**config.mk**
```make
export PLATFORM = sky130hd
export DESIGN_NAME = button_decoder
export DESIGN_NICKNAME = d
export VERILOG_FILES = /design/src/rtl/button_decoder_pkg.sv /design/src/rtl/button_fsm.sv /design/src/rtl/button_decoder.sv
export SDC_FILE = /design/constraint.sdc
export NUM_CORES = 1
export LEC_CHECK = 0
export ABC_CLOCK_PERIOD_IN_PS = 3400
export BUFFER_PORTS_ARGS = -buffer_cell sky130_fd_sc_hd__buf_2
export CORE_MARGIN = 2
export CORE_UTILIZATION = 40
export DETAILED_ROUTE_END_ITERATION = 10
export HOLD_SLACK_MARGIN = 0.06
export SKIP_LAST_GASP = 1
export SYNTH_ARGS = -nofsm -noshare
export SYNTH_HDL_FRONTEND = slang
export SYNTH_HIERARCHICAL = 1
export SYNTH_SLANG_ARGS = --single-unit
```
**constraint.sdc**
```tcl
create_clock -name CLK -period 3.4 [get_ports CLK]
set_input_delay 0 -clock CLK [delete_from_list [all_inputs] [get_ports CLK]]
set_output_delay 0 -clock CLK [all_outputs]
set_load 0.01 [all_outputs]
```
**src/rtl/button_decoder_pkg.sv**
```systemverilog
// Shared definitions for the two-button decoder: per-button FSM state
// encoding, default tick constants and the counter-width helper.
package button_decoder_pkg;

  typedef enum logic [1:0] {
    ST_IDLE        = 2'd0,
    ST_DEB_PRESS   = 2'd1,
    ST_HELD        = 2'd2,
    ST_DEB_RELEASE = 2'd3
  } btn_state_t;

  // Tick period is 2**DEF_CLK_DIV_BITS CLK cycles (about 24.4 kHz at 100 MHz).
  localparam int DEF_CLK_DIV_BITS   = 12;
  // About 20 ms of stable samples before a level change is accepted.
  localparam int DEF_DEBOUNCE_TICKS = 488;
  // About 1 s of holding before a long press is reported.
  localparam int DEF_LONG_TICKS     = 24414;

  // Width of a counter that must hold the larger of the two tick limits.
  function automatic int cnt_width(input int a, input int b);
    return $clog2(((a > b) ? a : b) + 1);
  endfunction

endpackage

```
**src/rtl/button_fsm.sv**
```systemverilog
// Per-button debounce / press / release / long-press state machine.
// All counting and transitions happen on tick cycles only; event outputs
// are registered one-CLK pulses. Long-press detection is present only when
// BUTTON_DECODER_LONG_EN is defined; otherwise long_pulse is tied low.
module button_fsm
  import button_decoder_pkg::*;
#(
  parameter int DEBOUNCE_TICKS = DEF_DEBOUNCE_TICKS,
  parameter int LONG_TICKS     = DEF_LONG_TICKS
) (
  input  logic       CLK,
  input  logic       RST_N,
  input  logic       tick,
  input  logic       pressed,
  output logic       level,
  output logic       press_pulse,
  output logic       release_pulse,
  output logic       long_pulse,
  output logic [1:0] dbg_state
);

  localparam int CW = cnt_width(DEBOUNCE_TICKS, LONG_TICKS);

  btn_state_t    state_q, state_d;
  logic [CW-1:0] cnt_q, cnt_d;
  logic          level_q, level_d;
  logic          press_q, press_d;
  logic          release_q, release_d;
`ifdef BUTTON_DECODER_LONG_EN
  logic [CW-1:0] hold_q, hold_d;
  logic          long_flag_q, long_flag_d;
  logic          long_q, long_d;
`endif

  // State, counters and registered event pulses.
  always_ff @(posedge CLK) begin
    if (!RST_N) begin
      state_q     <= ST_IDLE;
      cnt_q       <= '0;
      level_q     <= 1'b0;
      press_q     <= 1'b0;
      release_q   <= 1'b0;
`ifdef BUTTON_DECODER_LONG_EN
      hold_q      <= '0;
      long_flag_q <= 1'b0;
      long_q      <= 1'b0;
`endif
    end else begin
      state_q     <= state_d;
      cnt_q       <= cnt_d;
      level_q     <= level_d;
      press_q     <= press_d;
      release_q   <= release_d;
`ifdef BUTTON_DECODER_LONG_EN
      hold_q      <= hold_d;
      long_flag_q <= long_flag_d;
      long_q      <= long_d;
`endif
    end
  end

  // Next-state logic; pulses default low so they last exactly one CLK.
  always_comb begin
    state_d     = state_q;
    cnt_d       = cnt_q;
    level_d     = level_q;
    press_d     = 1'b0;
    release_d   = 1'b0;
`ifdef BUTTON_DECODER_LONG_EN
    hold_d      = hold_q;
    long_flag_d = long_flag_q;
    long_d      = 1'b0;
`endif
    if (tick) begin
      case (state_q)
        ST_IDLE: begin
          if (pressed) begin
            state_d = ST_DEB_PRESS;
            cnt_d   = CW'(1);
          end
        end
        ST_DEB_PRESS: begin
          if (!pressed) begin
            state_d = ST_IDLE;
          end else if (cnt_q == CW'(DEBOUNCE_TICKS - 1)) begin
            state_d     = ST_HELD;
            cnt_d       = cnt_q + 1'b1;
            level_d     = 1'b1;
            press_d     = 1'b1;
`ifdef BUTTON_DECODER_LONG_EN
            hold_d      = '0;
            long_flag_d = 1'b0;
`endif
          end else begin
            cnt_d = cnt_q + 1'b1;
          end
        end
        ST_HELD: begin
          if (!pressed) begin
            state_d = ST_DEB_RELEASE;
            cnt_d   = CW'(1);
          end else begin
`ifdef BUTTON_DECODER_LONG_EN
            // Saturate at LONG_TICKS; long_flag keeps LONG to one pulse per press.
            if (hold_q != CW'(LONG_TICKS)) begin
              hold_d = hold_q + 1'b1;
              if ((hold_q == CW'(LONG_TICKS - 1)) && !long_flag_q) begin
                long_d      = 1'b1;
                long_flag_d = 1'b1;
              end
            end
`endif
          end
        end
        ST_DEB_RELEASE: begin
          if (pressed) begin
            state_d = ST_HELD;
          end else if (cnt_q == CW'(DEBOUNCE_TICKS - 1)) begin
            state_d   = ST_IDLE;
            cnt_d     = cnt_q + 1'b1;
            level_d   = 1'b0;
            release_d = 1'b1;
          end else begin
            cnt_d = cnt_q + 1'b1;
          end
        end
        default: state_d = ST_IDLE;
      endcase
    end
  end

  assign level         = level_q;
  assign press_pulse   = press_q;
  assign release_pulse = release_q;
  assign dbg_state     = state_q;
`ifdef BUTTON_DECODER_LONG_EN
  assign long_pulse    = long_q;
`else
  assign long_pulse    = 1'b0;
`endif

endmodule

```
**src/rtl/button_decoder.sv**
```systemverilog
// Two-button decoder: pad synchronizers, shared tick divider, one
// button_fsm per button and the COMBO detector. Long-press outputs are
// active only when BUTTON_DECODER_LONG_EN is defined.
// DBG_STATE exposes {but2_state, but1_state} for observation.
module button_decoder
  import button_decoder_pkg::*;
#(
  parameter int CLK_DIV_BITS   = DEF_CLK_DIV_BITS,
  parameter int DEBOUNCE_TICKS = DEF_DEBOUNCE_TICKS,
  parameter int LONG_TICKS     = DEF_LONG_TICKS
) (
  input  logic       CLK,
  input  logic       RST_N,
  input  logic       BUT1,
  input  logic       BUT2,
  output logic       BUT1_LEVEL,
  output logic       BUT2_LEVEL,
  output logic       BUT1_PRESS,
  output logic       BUT2_PRESS,
  output logic       BUT1_RELEASE,
  output logic       BUT2_RELEASE,
  output logic       BUT1_LONG,
  output logic       BUT2_LONG,
  output logic       COMBO,
  output logic [3:0] DBG_STATE
);

  logic [1:0]              sync1_q, sync2_q;
  logic [CLK_DIV_BITS-1:0] div_q;
  logic                    tick;
  logic                    both_prev_q;
  logic                    combo_q;
  logic [1:0]              st1, st2;

  // Two-flop synchronizers; reset to the released (high) pad level.
  always_ff @(posedge CLK) begin
    if (!RST_N) begin
      sync1_q <= 2'b11;
      sync2_q <= 2'b11;
    end else begin
      sync1_q <= {BUT2, BUT1};
      sync2_q <= sync1_q;
    end
  end

  // Free-running divider; the tick enable marks its all-ones to zero wrap.
  always_ff @(posedge CLK) begin
    if (!RST_N) div_q <= '0;
    else        div_q <= div_q + 1'b1;
  end

  assign tick = &div_q;

  button_fsm #(
    .DEBOUNCE_TICKS (DEBOUNCE_TICKS),
    .LONG_TICKS     (LONG_TICKS)
  ) u_but1 (
    .CLK           (CLK),
    .RST_N         (RST_N),
    .tick          (tick),
    .pressed       (~sync2_q[0]),
    .level         (BUT1_LEVEL),
    .press_pulse   (BUT1_PRESS),
    .release_pulse (BUT1_RELEASE),
    .long_pulse    (BUT1_LONG),
    .dbg_state     (st1)
  );

  button_fsm #(
    .DEBOUNCE_TICKS (DEBOUNCE_TICKS),
    .LONG_TICKS     (LONG_TICKS)
  ) u_but2 (
    .CLK           (CLK),
    .RST_N         (RST_N),
    .tick          (tick),
    .pressed       (~sync2_q[1]),
    .level         (BUT2_LEVEL),
    .press_pulse   (BUT2_PRESS),
    .release_pulse (BUT2_RELEASE),
    .long_pulse    (BUT2_LONG),
    .dbg_state     (st2)
  );

  // COMBO: rising edge of "both levels pressed", registered one CLK later.
  always_ff @(posedge CLK) begin
    if (!RST_N) begin
      both_prev_q <= 1'b0;
      combo_q     <= 1'b0;
    end else begin
      both_prev_q <= BUT1_LEVEL & BUT2_LEVEL;
      combo_q     <= BUT1_LEVEL & BUT2_LEVEL & ~both_prev_q;
    end
  end

  assign COMBO     = combo_q;
  assign DBG_STATE = {st2, st1};

endmodule
```
# After elaboration in Yosys (flattened, before gate mapping)
# Index checks and enable logic that the tools add are counted.
# op_classes
bitwise_logic	7
n_eq_ne	24
n_addsub	3
reduce_logical	15
muxes	36
# ops
operator	count
$mux 15	8
$pmux 15 s4	2
$reduce_and 16->1	4
$reduce_and 17->1	2
$add 15x1->15 const B	2
$eq 15x9->1 const B	2
$reduce_and 15->1	2
$mux 2	12
$ne 2x2->1 const B	8
$pmux 2 s4	2
$add 12x1->12 const B	1
$ne 3x2->1 const B	4
$reduce_and 12->1	1
$mux 1	10
$eq 2x2->1 const B	4
$ne 2x1->1 const B	4
$reduce_or 4->1	2
$not 1->1	5
$eq 2x1->1 const B	2
$logic_not 2->1	2
$pmux 1 s2	2
$reduce_bool 2->1	2
$and 1x1->1	2
# totals
wordCells	100
regBits	58
inputBits	4
out_inout_bits	13

# Depth between registers and ports, before layout
# depth
word_depth	4
ltp_mapped	7
mapped_depth_nobuf	7

# Modules after synthesis
# The synthesis kept the hierarchy.
# by_module_without_submodules
mod	cells_per_inst	instances	area_each_um2
button_fsm	105	2	949.7
button_decoder	71	1	676.9

# Worst setup path after synthesis
# Ideal clock, no wire load.
# synth_timing
kind	register -> register
start	reg div_q[0]
end	reg u_but1.level_q, in the netlist u_but1/level
stages_incl_launch_ff	8
synth_period_minus_slack_ns	2.909
path_buffers	0
setup_time_ns	0.122
arrival_time_ns	2.787
slack_ns	0.491
cell_sequence	dfxtp_1 -> ha_1 -> nand2_1 -> nor4_1 -> or4b_4 -> nor4_4 -> mux2i_1 -> a21boi_1
# synth_via
elab_chain_cells	1
# synth_lines
item	line_no	rtl
from (decl)	button_decoder.sv:29	logic [CLK_DIV_BITS-1:0] div_q;
from (signal assigned)	button_decoder.sv:49	else div_q <= div_q + 1'b1;
$reduce_and 17->1 (no line)	--	
to (signal assigned)	button_fsm.sv:51	level_q <= level_d;
to (decl)	button_fsm.sv:26	logic level_q, level_d;
# No other way between the ends.
# A chain may end at the register's enable or synchronous reset.

# Worst setup path after layout
# Same ends and word-level chain as after synthesis.

==> impl_metrics.ini <==
[yosys]
synth-compound-area-share_pct = 10.2
seq_area_frac_synth_pct = 45.1
synthArstFlopShare_pct = 0
synth.area.mux_share_pct = 1.55
synth_top_family_by_area = simple AND/OR/NAND/NOR gates
ys.flop_type = dfxtp_1
synthTopCellsByArea = dfxtp_1 (45%), xor2_1 (4.1%), o21ai_0 (3.7%), a21oi_1 (3.3%), nor2_1 (3.2%)
postSynthAreaPerCell_um2 = 9.17
synth_fa_ha_area_share_pct = 1.46
synth-edff-count = 0
syn_inst = 281
ys_warn_count = 6
synth_simple_gate_area_share_pct = 30.5
syn_area_um2 = 2580
synth_top_area_share_pct = 45.1
synth_fp_nets = 288
synthXorXnorAreaFrac_pct = 8.40
synth_cell_types = 41
synth_top_area_cell = dfxtp_1
ys_ff_latch = 58

[pwr]
power_frac_comb_pct = 3.1
swShare_pct = 22.5
seqPwrFrac_pct = 51.9
ir_worst_vdd_mv = 0.291
p_int_w = 0.00103
p_per_area_nw_per_um2 = 450
clockPowerShare_pct = 45.0
leakagePower_nw = 1.07
p_switching_w = 0.000301

[sta]
hold_viol = 0
whs_ns = 0.380
rsz0062_at_grt = false
drv_slew = 0
min_period_ns = 2.55
max_freq_mhz = 393
fin_setup_tns_ns = 0
fin_crit_sh_pct = 74.9
finalSetupViolations = 0
fin_skew_ns = 0.0117

[floorplan]
io_pins = 17
rows = 29
fp.dieW_um = 84.3
core_area_um2 = 6280
dieArea_um2 = 7100
start_util_pct = 41.0
die_h_um = 84.3

[clock_network]
cts-root-buf = clkbuf_8
clock_latency_ns = 0.34
cts_made_buffers = 9
path_clk_slew_ns = 0.07
clock_path_buffers = 2
h-tree-depth = 3
cts_tree = yes
clock_sinks = 58
post_cts_buffers = 0

[routing]
wl_per_cell_um = 12.8
first_pass_iters = 4
via_per_inst = 5.23
drt_wl_total_um = 4990
via_count = 2036
drt_iter0_markers = 109
final_antenna_net_count = 0
drcViolationCount = 0

[critical_path]
cp_slowest_cell = or4b_4
required_ns = 3.63
rr_worst_depth = 8
worstPathCellList = ha_1 -> nand2_1 -> nor4_2 -> buf_4 -> or4b_4 -> nor4_4 -> mux2i_1 -> a21boi_1
critical_path_class = reg2reg
cpPeakStageDelay_ns = 0.48
path_max_fanout = 14
arrival_ns = 2.78
cp-start-kind = register
worst_setup_path_end_kind = register

[layout]
n_antenna_cell = 0
drive_gt1_share_pct = 15.7
areaGrowthSynthToFinish_pct = 15.1
nNetsFinal = 315

[run_status]
status = completed

[job]
drv_cap = 0

[global_route]
grt_max_degree = 24
grt_use_total_pct = 15.3
grt_antenna_before_repair = 0
first_global_vias = 1892
grt_pass1_wl_um = 8710
grt_overflow = 0

[hold_path]
holdPathStages = 1
hold_path.class = reg2reg

[placed_design]
globalplace.congestion = 0.750
dpl.hpwl_um = 3350
io_buffers = 14
==> critical path, delay by kind of cell (launching register included) <==
kind	cells	cell delay [ns]
AO/OA/AOI/OAI	1	0.08
AND/OR/NAND/NOR	4	1.33
buffers and inverters	1	0.22
flip-flops	1	0.35
adder cells (fa/ha/maj)	1	0.21
multiplexers	1	0.24
==> worst paths after layout <==
check / to / from / slack, ns
worst min-delay path: COMBO / both_prev_q / 0.38
worst min register to register: COMBO / both_prev_q / 0.38
worst max-delay path: u_but1/level / div_q[0] / 0.85
worst max register to register: u_but1/level / div_q[0] / 0.85
==> cell usage after synthesis, types with 5 or more instances <==
master / number
a21oi_1: 17
dfxtp_1: 58
inv_1: 7
nand2_1: 18
nand2b_1: 6
nand3_1: 15
nand4_1: 13
nor2_1: 22
nor2b_1: 5
nor3_1: 6
o21ai_0: 19
or3_1: 12
xnor2_1: 9
xor2_1: 12
==> kinds of logic after synthesis <==
kind of cell | Yosys count
XOR/XNOR | 23
AND/OR/NAND/NOR | 130
adder cells (fa/ha/maj) | 3
other | 2
flip-flops | 58
multiplexers | 4
AO/OA/AOI/OAI | 48
buffers and inverters | 13
==> cell type report <==
cell class,instances,area [µm²]
Multi-Input combinational cell,210,1360
Timing Repair Buffer,22,143
Fill cell,599,3310
Clock buffer,9,124
Sequential cell,58,1160
Clock inverter,6,58.8
Tap cell,77,96.3
Inverter,7,26.3
==> through the flow <==
stage | setup slack, ns | instance area (µm²) | utilization (%) | total power [W] | std cells
2_1_floorplan | 0.491 | 2580 | - | 0.000731 | 281
3_3_place_gp | 0.941 | 2730 | 43.5 | 0.000744 | 369
3_5_place_dp | 0.869 | 2730 | 43.5 | 0.000745 | 369
4_1_cts | 0.860 | 2960 | 47.2 | 0.00135 | 389
5_1_grt | 0.703 | 2960 | 47.2 | 0.00139 | 389
6_report | 0.853 | 2960 | 47.2 | 0.00133 | 389
==> registers in the layout, summed over array words and instances, names as in the netlist, 2 cells and up, named ones only <==
name	cells
u_but1/cnt_q	15
u_but2/cnt_q	15
div_q	12
sync1_q	2
sync2_q	2
==> cells in the final DEF, fill, tap and decap left out, types with 3 or more instances in the layout <==
cell type / instances
dfxtp_1: 58
nor2_1: 22
o21ai_0: 19
nand2_1: 18
a21oi_1: 17
nand3_1: 15
buf_2: 14
nand4_1: 13
or3_1: 12
xor2_1: 12
xnor2_1: 9
clkbuf_8: 9
inv_1: 7
nand2b_1: 6
nor3_1: 6
nor2b_1: 5
dlygate4sd3_1: 5
o31ai_1: 4
or4_1: 4
clkinv_2: 4
and3_2: 4
mux2i_1: 4
and4_1: 4
and3_1: 3
ha_1: 3
buf_4: 3
==> power groups by stage <==
stage	combinational [W]	clock (W)	sequential, W
finish	0.0000411	0.000601	0.000692
global route	0.0000458	0.000649	0.000693
CTS	0.0000415	0.000621	0.000692
detailed placement	0.0000371	0	0.000708
global placement	0.0000366	0	0.000707
floorplan	0.0000241	0	0.000707
==> per-layer routing <==
metal  global-route usage [%]  up-vias  share of wire [%]
li1                         -     1066                  -
met3                     5.41       11                4.3
met1                     20.1      929                 51
met4                     8.36        0                1.9
met2                     21.9       30                 43
met5                        0        -                  0
==> what timing repair did <==
action | 4_1_cts | 5_1_grt
endpoints found under the hold margin | 6 | 0
hold buffers | 5 | 0
gates resized for setup | 0 | 0
Power figures use the tool's default switching activity.
